--- src/rtl/axi4lite_master_arbiter.sv ---
// rtl/axi4lite_master_arbiter.sv - round-robin sharing of one AXI4-Lite master port among NUM_REQ requesters
// Define AXI4L_ARB_TIMEOUT_EN to add the sticky timeout_err watchdog output.
module axi4lite_master_arbiter #(
  parameter int NUM_REQ        = 2,
  parameter int axi_bit        = 32,
  parameter int TIMEOUT_CYCLES = 256
) (
  input  logic                           PCLK,
  input  logic                           PRESETn,
  input  logic [NUM_REQ-1:0]             req,
  input  logic [NUM_REQ-1:0]             req_we,
  input  logic [NUM_REQ*axi_bit-1:0]     req_addr,
  input  logic [NUM_REQ*axi_bit-1:0]     req_wdata,
  input  logic [NUM_REQ*(axi_bit/8)-1:0] req_wstrb,
  output logic [NUM_REQ-1:0]             ack,
  output logic [axi_bit-1:0]             rsp_data,
  output logic [1:0]                     rsp_resp,
  output logic [axi_bit-1:0]             ARADDR,
  output logic [2:0]                     ARPROT,
  output logic [3:0]                     ARCACHE,
  output logic                           ARVALID,
  input  logic                           ARREADY,
  input  logic [axi_bit-1:0]             RDATA,
  input  logic [1:0]                     RRESP,
  input  logic                           RVALID,
  output logic                           RREADY,
  output logic [axi_bit-1:0]             AWADDR,
  output logic [2:0]                     AWPROT,
  output logic [3:0]                     AWCACHE,
  output logic                           AWVALID,
  input  logic                           AWREADY,
  output logic [axi_bit-1:0]             WDATA,
  output logic [axi_bit/8-1:0]           WSTRB,
  output logic                           WVALID,
  input  logic                           WREADY,
  input  logic [1:0]                     BRESP,
  input  logic                           BVALID,
  output logic                           BREADY,
  output logic                           read_or_write,
  output logic                           busy
`ifdef AXI4L_ARB_TIMEOUT_EN
  ,
  output logic                           timeout_err
`endif
);

  localparam int SW = axi_bit / 8;
  localparam int IW = (NUM_REQ > 1) ? $clog2(NUM_REQ) : 1;

  if (NUM_REQ < 2 || NUM_REQ > 8 || (axi_bit != 32 && axi_bit != 64) || TIMEOUT_CYCLES < 1) begin : g_param_check
    $error("axi4lite_master_arbiter: unsupported parameter set");
  end

  typedef enum logic [2:0] {IDLE, RD_A, RD_D, WR_AW, WR_RESP, DONE} state_t;

  state_t             state_q, state_d;
  logic [IW-1:0]      rr_ptr_q, rr_ptr_d;
  logic [IW-1:0]      grant_q, grant_d;
  logic [axi_bit-1:0] addr_q, addr_d;
  logic [axi_bit-1:0] wdata_q, wdata_d;
  logic [SW-1:0]      wstrb_q, wstrb_d;
  logic               we_q, we_d;
  logic [axi_bit-1:0] rdata_q, rdata_d;
  logic [1:0]         resp_q, resp_d;
  logic               arvalid_q, arvalid_d;
  logic               rready_q, rready_d;
  logic               awvalid_q, awvalid_d;
  logic               wvalid_q, wvalid_d;
  logic               bready_q, bready_d;

  logic               pick_found;
  logic [IW-1:0]      pick_idx;
  int                 cand;

  // First pending requester at or after rr_ptr, wrapping.
  always_comb begin
    pick_found = 1'b0;
    pick_idx   = '0;
    cand       = 0;
    for (int k = 0; k < NUM_REQ; k++) begin
      cand = (int'(rr_ptr_q) + k) % NUM_REQ;
      if (!pick_found && req[IW'(cand)]) begin
        pick_found = 1'b1;
        pick_idx   = IW'(cand);
      end
    end
  end

  always_comb begin
    state_d   = state_q;
    rr_ptr_d  = rr_ptr_q;
    grant_d   = grant_q;
    addr_d    = addr_q;
    wdata_d   = wdata_q;
    wstrb_d   = wstrb_q;
    we_d      = we_q;
    rdata_d   = rdata_q;
    resp_d    = resp_q;
    arvalid_d = arvalid_q;
    rready_d  = rready_q;
    awvalid_d = awvalid_q;
    wvalid_d  = wvalid_q;
    bready_d  = bready_q;
    case (state_q)
      IDLE: begin
        if (pick_found) begin
          grant_d = pick_idx;
          addr_d  = req_addr[int'(pick_idx)*axi_bit +: axi_bit];
          wdata_d = req_wdata[int'(pick_idx)*axi_bit +: axi_bit];
          wstrb_d = req_wstrb[int'(pick_idx)*SW +: SW];
          we_d    = req_we[pick_idx];
          if (req_we[pick_idx]) begin
            state_d   = WR_AW;
            awvalid_d = 1'b1;
            wvalid_d  = 1'b1;
          end else begin
            state_d   = RD_A;
            arvalid_d = 1'b1;
          end
        end
      end
      RD_A: begin
        if (arvalid_q && ARREADY) begin
          arvalid_d = 1'b0;
          rready_d  = 1'b1;
          state_d   = RD_D;
        end
      end
      RD_D: begin
        if (RVALID && rready_q) begin
          rdata_d  = RDATA;
          resp_d   = RRESP;
          rready_d = 1'b0;
          state_d  = DONE;
        end
      end
      WR_AW: begin
        // AW and W retire independently; move on once neither is still pending.
        if (awvalid_q && AWREADY) awvalid_d = 1'b0;
        if (wvalid_q && WREADY)   wvalid_d  = 1'b0;
        if (!awvalid_d && !wvalid_d) begin
          state_d  = WR_RESP;
          bready_d = 1'b1;
        end
      end
      WR_RESP: begin
        if (BVALID && bready_q) begin
          resp_d   = BRESP;
          rdata_d  = '0;
          bready_d = 1'b0;
          state_d  = DONE;
        end
      end
      DONE: begin
        rr_ptr_d = IW'((int'(grant_q) + 1) % NUM_REQ);
        state_d  = IDLE;
      end
      default: state_d = IDLE;
    endcase
  end

  always_ff @(posedge PCLK) begin
    if (!PRESETn) begin
      state_q   <= IDLE;
      rr_ptr_q  <= '0;
      grant_q   <= '0;
      addr_q    <= '0;
      wdata_q   <= '0;
      wstrb_q   <= '0;
      we_q      <= 1'b0;
      rdata_q   <= '0;
      resp_q    <= '0;
      arvalid_q <= 1'b0;
      rready_q  <= 1'b0;
      awvalid_q <= 1'b0;
      wvalid_q  <= 1'b0;
      bready_q  <= 1'b0;
    end else begin
      state_q   <= state_d;
      rr_ptr_q  <= rr_ptr_d;
      grant_q   <= grant_d;
      addr_q    <= addr_d;
      wdata_q   <= wdata_d;
      wstrb_q   <= wstrb_d;
      we_q      <= we_d;
      rdata_q   <= rdata_d;
      resp_q    <= resp_d;
      arvalid_q <= arvalid_d;
      rready_q  <= rready_d;
      awvalid_q <= awvalid_d;
      wvalid_q  <= wvalid_d;
      bready_q  <= bready_d;
    end
  end

  assign ack           = (state_q == DONE) ? (NUM_REQ'(1) << grant_q) : '0;
  assign busy          = (state_q != IDLE);
  assign read_or_write = we_q;
  assign rsp_data      = rdata_q;
  assign rsp_resp      = resp_q;
  assign ARADDR        = addr_q;
  assign ARPROT        = 3'b000;
  assign ARCACHE       = 4'b0000;
  assign ARVALID       = arvalid_q;
  assign RREADY        = rready_q;
  assign AWADDR        = addr_q;
  assign AWPROT        = 3'b000;
  assign AWCACHE       = 4'b0000;
  assign AWVALID       = awvalid_q;
  assign WDATA         = wdata_q;
  assign WSTRB         = wstrb_q;
  assign WVALID        = wvalid_q;
  assign BREADY        = bready_q;

`ifdef AXI4L_ARB_TIMEOUT_EN
  localparam int TW = $clog2(TIMEOUT_CYCLES + 1);

  logic [TW-1:0] to_cnt_q, to_cnt_d;
  logic          timeout_err_q, timeout_err_d;

  // Flag only; VALIDs must stay up until the slave responds.
  always_comb begin
    to_cnt_d      = to_cnt_q;
    timeout_err_d = timeout_err_q;
    if (state_q == IDLE && pick_found) begin
      to_cnt_d = '0;
    end else if ((state_q == RD_A || state_q == RD_D || state_q == WR_AW || state_q == WR_RESP) &&
                 to_cnt_q != TW'(TIMEOUT_CYCLES)) begin
      to_cnt_d = to_cnt_q + TW'(1);
    end
    if (to_cnt_d == TW'(TIMEOUT_CYCLES)) timeout_err_d = 1'b1;
  end

  always_ff @(posedge PCLK) begin
    if (!PRESETn) begin
      to_cnt_q      <= '0;
      timeout_err_q <= 1'b0;
    end else begin
      to_cnt_q      <= to_cnt_d;
      timeout_err_q <= timeout_err_d;
    end
  end

  assign timeout_err = timeout_err_q;
`endif

endmodule

--- config.mk ---
export PLATFORM = sky130hd
export DESIGN_NAME = axi4lite_master_arbiter
export DESIGN_NICKNAME = d
export VERILOG_FILES = /design/src/rtl/axi4lite_master_arbiter.sv
export SDC_FILE = /design/constraint.sdc
export NUM_CORES = 1
export LEC_CHECK = 0
export ABC_AREA = 1
export CORE_MARGIN = 8
export CORE_UTILIZATION = 38
export CTS_BUF_LIST = sky130_fd_sc_hd__clkbuf_4 sky130_fd_sc_hd__clkbuf_8
export CTS_CLUSTER_SIZE = 14
export DETAILED_ROUTE_END_ITERATION = 16
export PLACE_DENSITY_LB_ADDON = 0.1
export SLEW_MARGIN = 20
export SYNTH_ARGS = -nofsm -noshare
export SYNTH_HDL_FRONTEND = slang
export SYNTH_SLANG_ARGS = --single-unit
export TNS_END_PERCENT = 5
--- constraint.sdc ---
create_clock -name PCLK -period 1.9 [get_ports PCLK]
set_clock_uncertainty 0.15 [all_clocks]
set_input_delay 0.38 -clock PCLK [delete_from_list [all_inputs] [get_ports PCLK]]
set_output_delay 0.38 -clock PCLK [all_outputs]
set_load 0.02 [all_outputs]
# Word level (Yosys, flattened, before mapping)
# Index checks and enable logic that the tools add are counted.
# word_totals
regBits	113
latchBits	0
ram_bits	0
rom_bits	0
inputBits	183
output_inout_bits	157
elab_cells	101
memories	0
# classes
add_sub_neg	2
n_mul	0
div	0
magnitude_cmp	3
eq_ne	12
shift	4
mux	42
n_bitwise	0
n_reduce_logical	24
# op_table
operator	n
64-bit by 7-bit variable part select with 32-bit output	2
32-bit 2-to-1 mux	2
32-bit one-hot mux with 2 select lines	1
1-bit 2-to-1 mux	23
3-bit 2-to-1 mux	5
3-bit one-hot mux with 5 select lines	1
2-bit inequality test (second input constant)	7
3-bit AND reduction	4
1-bit one-hot mux with 2 select lines	5
2-bit nonzero test	5
2-bit 2-to-1 mux	4
8-bit by 4-bit variable part select with 4-bit output	1
1-bit logical AND	7
3-bit by 2-bit == test with 1-bit output (second input constant)	2
3-bit == test (second input constant)	2
1-bit by 3-bit < comparator with 1-bit output (second input constant)	2
5-bit AND reduction	1
2-bit one-hot mux with 2 select lines	1
4-bit AND reduction	1
3-bit by 1-bit == test with 1-bit output (second input constant)	1
1-bit logical NOT	3
3-bit logical NOT	1
3-bit nonzero test	1
1-bit adder (second input constant)	2
3 further kinds	3

# Longest topological paths before layout
# Gate-level depths: netlist (run 1).
# depth
depth_word	12
mapped_depth	9
mapped_depth_nobuf	9

# Worst setup path after synthesis (run 1)
# OpenSTA, ideal clock, no wires.
# synth_path
kind	reg2reg
start	reg state_q[1]
end	reg addr_q[1], in the netlist ARADDR[1]
setup_time_ns	0.074
t_arrival_ns	1.280
required_ns	1.676
slack_ns	0.396
stages_incl_launch_ff	8
path_buffers	2
period_less_slack_ns	1.504
cell_sequence	dfxtp_1 > nor2_4 > nand2_2 > nor2_2 > buf_4 > buf_2 > o21ai_0 > a31oi_1
# synth_via
elab_chain_len	2
# synth_rtl
item	line_no	source
start: declaration	56	state_t state_q, state_d;
start signal: assignment	179	state_q <= state_d;
3-bit logical NOT	104	case (state_q)
2-bit AND reduction (no source line)	--	
end signal: assignment	182	addr_q <= addr_d;
end: declaration	59	logic [axi_bit-1:0] addr_q, addr_d;
# No other way between the ends.
# A chain may end at the register's enable or synchronous reset.

# Worst setup path after layout (run 1)
# layout_path
start	reg state_q[1]
end	out busy
# layout_via
elab_chain_len	1
# layout_rtl
item	line_no	source
3-bit nonzero test	197	assign busy = (state_q != IDLE);
end: declaration	40	output logic busy
# No other way between the ends.

==> results of run 1 <==
registers in the layout, indices dropped and copies added, names as in the netlist:
signal,cells
WDATA,32
RREADY,1
ARADDR,32
ARVALID,1
WVALID,1
rsp_data,32
read_or_write,1
state_q,3
grant_q,1
rsp_resp,2
WSTRB,4
rr_ptr_q,1
BREADY,1
AWVALID,1
worst min-delay path by stage:
stage                  from           end  slack [ns]
6_report       rsp_data[12]  rsp_data[12]        0.29
2_1_floorplan      rr_ptr_q      rr_ptr_q        0.29
4_1_cts             PRESETn     WDATA[24]        0.26
3_3_place_gp    rsp_resp[1]   rsp_resp[1]        0.28
5_1_grt             PRESETn     WDATA[21]        0.29
3_5_place_dp   rsp_data[12]  rsp_data[12]        0.28
cell families (layout without fill, tap and decap cells):
kind of cell / count (synthesis) / in the layout / synth area share [%]
flops: 113 / 113 / 43.1
simple gates: 231 / 231 / 17.2
buf+inv: 182 / 475 / 17.2
compound gates: 217 / 217 / 22.4
other cells: 1 / 14 / 0.0715
power breakdown:
group,internal [W],total [W],switching [W]
combinational,0.00225,0.00547,0.00322
sequential,0.00318,0.00360,0.000418
clock,0.00116,0.00211,0.000949
through the flow:
| stage | hold slack, ns | TNS [ns] | instances | worst slack, ns |
|---|---|---|---|---|
| finish | 0.287 | 0 | 1230 | 0.0991 |
| global route | 0.287 | -0.00861 | 1230 | -0.00861 |
| CTS | 0.256 | 0 | 1230 | 0.0115 |
| detailed placement | 0.283 | -0.177 | 1198 | -0.0390 |
| global placement | 0.280 | -0.0326 | 1198 | -0.0181 |
| floorplan | 0.287 | 0 | 757 | 0.396 |
synth_stat cells:
| cell type | number | share of area (%) |
|---|---|---|
| a21oi_1 | 40 | 3.8 |
| nand2_2 | 2 | 0.24 |
| o21bai_1 | 1 | 0.14 |
| conb_1 | 1 | 0.071 |
| dfxtp_1 | 113 | 43 |
| nand4_1 | 2 | 0.24 |
| buf_4 | 48 | 6.9 |
| nand2_1 | 169 | 12 |
| buf_1 | 1 | 0.071 |
| clkbuf_1 | 27 | 1.9 |
| nor2_4 | 1 | 0.21 |
| a31oi_1 | 68 | 8.1 |
| o21ai_1 | 17 | 1.6 |
| inv_2 | 2 | 0.14 |
| clkinv_1 | 1 | 0.071 |
| clkbuf_2 | 1 | 0.095 |
| buf_6 | 2 | 0.43 |
| buf_2 | 18 | 1.7 |
| a211oi_1 | 1 | 0.14 |
| nor3_1 | 1 | 0.095 |
| nor2_2 | 1 | 0.12 |
| nand3_1 | 10 | 0.95 |
| o21ai_0 | 90 | 8.6 |
| nor2_1 | 45 | 3.2 |
| inv_1 | 82 | 5.9 |
critical path: stages, from the launching register on:
cell and delay [ns]:
dfxtp_1 0.31, buf_4 0.15, nor2_4 0.15, nand2_2 0.07, buf_2 0.17
final cells by class:
cell class                      instances  share of cell area, %
Clock buffer                           27                   3.92
Sequential cell                       113                   25.6
Inverter                               85                   3.61
Tap cell                              180                   2.55
Clock inverter                          5                  0.283
Multi-Input combinational cell        462                   24.3
Timing Repair Buffer                  358                   39.7
repair_timing:
action | CTS | global route
gates resized for setup | 151 | 5
buffers inserted | 0 | 0
pin swaps | 0 | 0
setup endpoints to repair | 143 | 2
metal layers:
metal | up-vias | track usage (%) | share of wire (%)
li1 | 2944 | - | -
met1 | 2469 | 22.7 | 40
met2 | 224 | 36.0 | 48
met3 | 32 | 9.38 | 9.5
met4 | 0 | 8.17 | 2.2
met5 | - | 0 | 0
==> summary.txt, run 1 <==
Worst setup path
  – Arrival time at the worst endpoint: 1.27 ns
  – Crit-path max FO: 5
  – Critical Path Start: state_q[1]
  – Critical Path End: busy
  – Reg2reg setup slack: 0.15 ns
  – Critical Path RT: 1.37 ns
  – Crit Path Class: reg2out
  – Crit Reg-Reg Startpoint: state_q[1]
  – Kind of start point of the critical path: flip-flop
  – Reg2reg end: WSTRB[3]
  – R2r worst-path depth: 8
  – Worst Setup End Kind: primary output

CTS
  – Clock buffer depth: 2
  – CTS hold repair buffers: 0
  – Clock Latency Late Sink: 0.43 ns
  – Root Buffer: clkbuf_8
  – Clk sink count: 113
  – CTS Buf Count: 17
  – H-tree depth reported by CTS: 4
  – CTS tree: built
  – Clock-pin slew on the worst setup and hold paths: 0.06 ns

Global routing
  – Grt total ovfl: 0
  – Global-route wire length before repair: 30000 um
  – Initial antenna violation count: 0
  – Number of global-route vias before repair: 5584
  – Global Route Usage Sum: 21.2%
  – Largest net degree at the start of global routing: 69

Timing
  – Final hold violations: 0
  – Tmin final: 1.80 ns
  – Final setup viols: 0
  – FMAX: 555 MHz
  – Max-slew violation count: 0
  – RSZ-0062 raised after global routing: true
  – Period Utilization, post-route: 94.8%

Layout
  – Footprint of the multi-input gates: 2140 sq um
  – # nets final: 1220
  – Filler instances: 1325
  – Core Util, Final: 64.6%
  – Ratio of cells with drive above 1 in the final layout: 7.62%
  – Most common cell after layout, fill and taps aside: clkdlybuf4s50_1
  – Area delta synth->final: 68.4%
  – Diodes inserted: 0
  – Fin area: 8830 sq um
  – Commonest cells after routing, fill and taps aside: clkdlybuf4s50_1 (180), nand2_1 (168), dlygate4sd2_1 (140)
  – Sequential cell area: 2260 sq um

Logic synthesis
  – Library cells used by synthesis: 25
  – Cells after Synth: 744
  – Yosys reg bits: 113
  – Post-Syn Area: 5250 sq um
  – Ys Warns: 0
  – Seq/Total Area, Yosys: 43.1%
  – Syn Area/Cell: 7.05 sq um

Pwr
  – Static Leak: 4.22 nW
  – Power density over cell area: 1270 nW/um^2
  – Overall Power: 0.0112 W
  – VDD IR max: 0.556 mV

Drt
  – Iter 0 DRT Violations: 234
  – TritonRoute pass-1 iters: 5
  – DRC viols: 0
  – Final WL: 19500 um
  – DR vias/cell: 4.61
  – Vias: 5669
  – WL/cell: 15.9 um
  – ANT nets after route: 0

Die
  – Die area: 17800 sq um
  – Die W: 133 um
  – Die Height: 133 um
  – I/O pin cnt: 340
  – Core area: 13700 sq um
  – Rows: 43
  – Initial Util: 38.4%

Hold path
  – Hold depth: 2
  – Worst Hold Class: reg2reg

Place
  – Placed Area: 8640 sq um
  – GPL Wtd Cong: 0.818
  – Post-DP HPWL: 15000 um
  – Port Buffers: 324

Status
  – Status: complete, no violations

Flow run
  – Max-Cap Viols: 0
No activity file was read; power rests on OpenSTA's default activity.
==> inputs of run 2 (changes only) <==
- CORE_UTILIZATION: 38 -> 34
- clock period: 1.9 -> 1.5 ns (I/O delays scaled with it)
==> run 2 against run 1 <==
  * The flow now finishes with violations (negative setup slack)
  * Sequential power rose by 29%
  * Flip-flop and latch count unchanged
  * Via count is 5.2% higher
  * Die area rose by 10%
  * Combinational power rose by 50%
  * Largest cell class unchanged
  * Routed wire length up 12%
  * Largest power group unchanged
  * Core utilization shrank 5.1 points
  * Worst setup slack worse by 0.32 ns
==> summary.txt, run 2 (synthesized netlist as in run 1, its figures left out) <==
Status
  – Status: finished with violations (was complete, no violations)
  – Failing checks: negative setup slack

Global routing
  – Global-route wire length before repair: 31000 um (was 30000 um)
  – Number of global-route vias before repair: 5641 (was 5584)
  – Largest net degree at the start of global routing: 63 (was 69)
  – Grt total ovfl: 0 (unchanged)
  – Initial antenna violation count: 1 (was 0)
  – Global Route Usage Sum: 19.9% (was 21.2%)

Timing
  – Final setup viols: 112 (was 0)
  – Setup ws final: -0.217 ns (was 0.0991 ns)
  – Setup tns final: -13.48 ns (was 0 ns)
  – Final hold violations: 0 (unchanged)
  – RSZ-0062 raised after global routing: true (unchanged)
  – Period Utilization, post-route: 114%
  – Tmin final: 1.72 ns
  – Max-slew violation count: 0 (unchanged)
  – FMAX: 582 MHz

Die
  – Initial Util: 34.6% (was 38.4%)
  – Die W: 140 um (was 133 um)
  – I/O pin cnt: 340 (unchanged)
  – Core area: 15100 sq um (was 13700 sq um)
  – Die area: 19700 sq um (was 17800 sq um)
  – Rows: 45 (was 43)
  – Die Height: 140 um (was 133 um)

CTS
  – Clk sink count: 113 (unchanged)
  – H-tree depth reported by CTS: 4 (unchanged)
  – CTS tree: built (unchanged)
  – Clock Latency Late Sink: 0.43 ns (about the same)
  – Clock-pin slew on the worst setup and hold paths: 0.07 ns (was 0.06 ns)
  – CTS hold repair buffers: 0 (unchanged)
  – Root Buffer: clkbuf_8 (unchanged)
  – CTS Buf Count: 17 (unchanged)
  – Clock buffer depth: 2 (unchanged)

Worst setup path
  – Worst Setup End Kind: flip-flop (was primary output)
  – Crit Path Class: reg2reg (was reg2out)
  – Kind of start point of the critical path: flip-flop (unchanged)
  – Crit-path max FO: 8 (was 5)
  – Critical Path RT: 1.71 ns (was 1.37 ns)
  – Arrival time at the worst endpoint: 1.93 ns (was 1.27 ns)

Flow run
  – Max-Cap Viols: 0 (unchanged)

Place
  – Port Buffers: 324 (unchanged)
  – Post-DP HPWL: 15300 um (was 15000 um)
  – Placed cell count: 1213 (was 1198)
  – GPL Wtd Cong: 0.846 (was 0.818)
  – Pre-CTS setup slack: -0.379 ns (was -0.0390 ns)
  – Placed Area: 8680 sq um (was 8640 sq um)

Drt
  – WL/cell: 17.2 um (was 15.9 um)
  – DRC viols: 0 (unchanged)
  – ANT nets after route: 0 (unchanged)
  – WL met2: 10900 um (was 9440 um)
  – Iter 0 DRT Violations: 218 (was 234)
  – Vias: 5966 (was 5669)
  – DR vias/cell: 4.71 (was 4.61)
  – Final WL: 21800 um (was 19500 um)
  – Max layer used: met4 (unchanged)
  – TritonRoute pass-1 iters: 4 (was 5)
  – DR WL met3: 2010 um (was 1850 um)
  – Met1 wire length: 8570 um (was 7780 um)

Pwr
  – Power density over cell area: 1750 nW/um^2 (was 1270 nW/um^2)
  – Static Leak: 4.19 nW (was 4.22 nW)
  – VDD IR max: 0.661 mV (was 0.556 mV)

Layout
  – Fin area: 9010 sq um (was 8830 sq um)
  – Fin cells: 1266 (was 1230)
  – Area delta synth->final: 71.9% (was 68.4%)
  – Commonest cells after routing, fill and taps aside: clkdlybuf4s50_1 (180), nand2_1 (166), buf_2 (133) (was clkdlybuf4s50_1 (180), nand2_1 (168), dlygate4sd2_1 (140))
  – # nets final: 1247 (was 1220)
  – Ratio of cells with drive above 1 in the final layout: 27.2% (was 7.62%)
  – Core Util, Final: 59.5% (was 64.6%)
  – Most common cell after layout, fill and taps aside: clkdlybuf4s50_1 (unchanged)

Hold path
  – Worst Hold Class: in2reg (was reg2reg)
[run 2: per-layer routing]
metal	up-vias	track usage, %
met3	23	9.04
met4	0	6.91
met1	2718	21.9
met5	-	0
li1	3013	-
met2	212	33.3
[run 2: metrics by stage]
| stage | hold slack, ns | power (W) |
|---|---|---|
| after floorplan | 0.287 | 0.00880 |
| after global placement | 0.279 | 0.0125 |
| after detailed placement | 0.284 | 0.0125 |
| after CTS | 0.149 | 0.0145 |
| after global routing | 0.181 | 0.0167 |
| final | 0.189 | 0.0158 |
[run 2: timing repair]
action,in CTS,in global routing
setup buffers,1,6
endpoints found under the setup margin,250,127
endpoints found under the hold margin,0,0
gates cloned,0,13
resized for setup,657,75
pin swaps,6,9
[run 2: area by class of cell]
| cell class | count | area, sq um |
|---|---|---|
| fill | 1473 | 6130 |
| timing repair buffer | 385 | 3460 |
| multi-input combinational | 462 | 2310 |
| sequential | 113 | 2270 |
| inverter | 85 | 334 |
| clock buffer | 22 | 297 |
| tap | 188 | 235 |
| clock inverter | 10 | 108 |
| antenna | 1 | 2.50 |
[run 2: final timing paths]
check / slack [ns] / endpoint / cells past startpoint / start
max reg2reg: -0.22 / rsp_data[19] / 9 / state_q[0]
min: 0.19 / state_q[0] / 4 / PRESETn
max: -0.22 / rsp_data[19] / 9 / state_q[0]
min reg2reg: 0.29 / rsp_data[15] / 2 / rsp_data[15]
[run 2: critical path: stages, from the launching register on]
cell	delay (ns)
dfxtp_2	0.33
buf_6	0.11
buf_4	0.14
inv_2	0.06
nand4_1	0.20
nand3_4	0.14
buf_12	0.16
clkbuf_16	0.17
o21ai_2	0.06
a21oi_1	0.13
[run 2: report_power, final]
group	internal [W]	switching, W	leakage, nW
registers	0.00405	0.000596	0.933
logic	0.00352	0.00469	3.06
clock network	0.00165	0.00126	0.204
total	0.00923	0.00654	4.19
==> inputs of run 3 (changes only) <==
- CTS_BUF_LIST: sky130_fd_sc_hd__clkbuf_4 sky130_fd_sc_hd__clkbuf_8 -> sky130_fd_sc_hd__clkbuf_4
- GPL_ROUTABILITY_DRIVEN: not set -> 0
==> run 3 against run 2 <==
  * The run still ends with negative setup slack left
  * Design area rose by 9.2%
  * Die area is the same
  * Sequential power up 11%
  * Via count is 0.22% lower
  * Register-to-register slack about the same
  * Cell count unchanged
  * First-iteration DRC count grew 2.3%
  * Routed wire length grew 0.11%
  * Critical path type is now reg2out
  * Critical endpoint is now busy
  * Largest cell class unchanged
==> summary.txt, run 3 (synthesized netlist as in run 1, its figures left out) <==
Status
  – Status: finished with violations (unchanged)
  – Failing checks: negative setup slack (unchanged)

Timing
  – Tmin final: 1.75 ns (was 1.72 ns)
  – Final hold violations: 0 (unchanged)
  – Setup ws final: -0.252 ns (was -0.217 ns)
  – Final setup viols: 113 (was 112)
  – RSZ-0062 raised after global routing: true (unchanged)
  – FMAX: 571 MHz (was 582 MHz)
  – Max-slew violation count: 0 (unchanged)
  – Worst hold margin: 0.0928 ns (was 0.189 ns)
  – Period Utilization, post-route: 117% (was 114%)

Layout
  – Fin area: 9850 sq um (was 9010 sq um)
  – Core Util, Final: 65.0% (was 59.5%)
  – Filler instances: 1364 (was 1473)
  – Most common cell after layout, fill and taps aside: clkdlybuf4s50_1 (unchanged)
  – Ratio of cells with drive above 1 in the final layout: 35.1% (was 27.2%)
  – Commonest cells after routing, fill and taps aside: clkdlybuf4s50_1 (180), nand2_1 (166), buf_6 (147) (was clkdlybuf4s50_1 (180), nand2_1 (166), buf_2 (133))
  – Fin cells: 1266 (unchanged)
  – # nets final: 1246 (was 1247)
  – Area delta synth->final: 87.7% (was 71.9%)

Die
  – Initial Util: 34.6% (unchanged)
  – Die area: 19700 sq um (unchanged)
  – Rows: 45 (unchanged)
  – Core area: 15100 sq um (unchanged)
  – Die W: 140 um (unchanged)
  – Die Height: 140 um (unchanged)
  – I/O pin cnt: 340 (unchanged)

CTS
  – Clock Latency Late Sink: 0.51 ns (was 0.43 ns)
  – H-tree depth reported by CTS: 4 (unchanged)
  – CTS Buf Count: 17 (unchanged)
  – Clock-pin slew on the worst setup and hold paths: 0.09 ns (was 0.07 ns)
  – Clock buffer depth: 2 (unchanged)
  – CTS tree: built (unchanged)
  – Root Buffer: clkbuf_4 (was clkbuf_8)
  – Clk sink count: 113 (unchanged)

Worst setup path
  – Crit Reg-Reg Startpoint: state_q[1] (was state_q[0])
  – Critical Path Start: state_q[1] (was state_q[0])
  – Reg2reg end: ARADDR[19] (was rsp_data[19])
  – Arrival time at the worst endpoint: 1.30 ns (was 1.93 ns)
  – Kind of start point of the critical path: flip-flop (unchanged)
  – Critical Path RT: 1.05 ns (was 1.71 ns)
  – Crit-path max FO: 4 (was 8)
  – R2r worst-path depth: 9 (unchanged)
  – Critical Path End: busy (was rsp_data[19])
  – Crit Path Class: reg2out (was reg2reg)
  – Reg2reg setup slack: -0.23 ns (was -0.22 ns)
  – Worst Setup End Kind: primary output (was flip-flop)

Drt
  – DRC viols: 0 (unchanged)
  – TritonRoute pass-1 iters: 5 (was 4)
  – DR vias/cell: 4.70 (was 4.71)
  – Vias: 5953 (was 5966)
  – ANT nets after route: 0 (unchanged)
  – WL/cell: 17.2 um (about the same)
  – Final WL: 21800 um (about the same)
  – Iter 0 DRT Violations: 223 (was 218)

Global routing
  – Number of global-route vias before repair: 5670 (was 5641)
  – Initial antenna violation count: 2 (was 1)
  – Global Route Usage Sum: 19.9% (about the same)
  – Grt total ovfl: 0 (unchanged)
  – Global-route wire length before repair: 30900 um (was 31000 um)
  – Largest net degree at the start of global routing: 63 (unchanged)

Pwr
  – Overall Power: 0.0166 W (was 0.0158 W)
  – Power density over cell area: 1690 nW/um^2 (was 1750 nW/um^2)
  – Static Leak: 4.28 nW (was 4.19 nW)
  – VDD IR max: 0.706 mV (was 0.661 mV)

Place
  – Post-DP HPWL: 15300 um (unchanged)
  – Port Buffers: 324 (unchanged)
  – Placed cell count: 1213 (unchanged)
  – Placed Area: 8680 sq um (unchanged)

Hold path
  – Worst Hold Class: in2reg (unchanged)

Flow run
  – Max-Cap Viols: 0 (unchanged)
run 3: critical path: stages (launching register included):
cell	delay [ns]
dfxtp_2	0.34
buf_6	0.12
nor2_4	0.13
nand2_4	0.06
buf_6	0.13
run 3: through the flow:
step | setup WS, ns | setup TNS [ns]
after floorplan | -0.00184 | -0.0184
after global placement | -0.378 | -32.83
after detailed placement | -0.379 | -34.01
after CTS | -0.315 | -25.80
after global routing | -0.359 | -36.23
final | -0.252 | -22.99
run 3: where the power goes:
part	switching (W)	leakage (nW)	internal, W
combinational	0.00458	3.17	0.00473
clock	0.00117	0.137	0.000967
sequential	0.000861	0.978	0.00430
run 3: area by class of cell:
cell class / count / area [sq um] / area share, %
multi-input combinational: 462 / 2280 / 23.1
sequential: 113 / 2460 / 24.9
clock inverter: 14 / 123 / 1.25
timing repair buffer: 384 / 4280 / 43.5
tap: 188 / 235 / 2.39
antenna: 2 / 5.00 / 0.0508
clock buffer: 18 / 135 / 1.37
inverter: 85 / 334 / 3.39
run 3: how the worst min path moves through the flow:
| stage | start | end | slack (ns) | cells after the start |
|---|---|---|---|---|
| global placement | rsp_data[5] | rsp_data[5] | 0.28 | 2 |
| CTS | PRESETn | state_q[0] | 0.03 | 4 |
| detailed placement | rsp_data[15] | rsp_data[15] | 0.28 | 2 |
| global route | PRESETn | rsp_data[27] | 0.04 | 4 |
| floorplan | rr_ptr_q | rr_ptr_q | 0.29 | 2 |
| finish | PRESETn | state_q[0] | 0.09 | 4 |
run 3: routing by layer:
layer	track usage, %	routed length, um	up-vias
met1	21.6	8340	2703
met2	33.4	11000	226
met3	9.82	2190	16
met5	0	0	-
li1	-	-	3008
met4	6.40	290	0
run 3: timing repair:
item / 4_1_cts / 5_1_grt
buffers inserted: 2 / 5
gates cloned: 0 / 12
hold buffers: 0 / 0
setup endpoints to repair: 253 / 253
resized for setup: 977 / 107
pin swaps: 5 / 8
hold endpoints to repair: 0 / 0
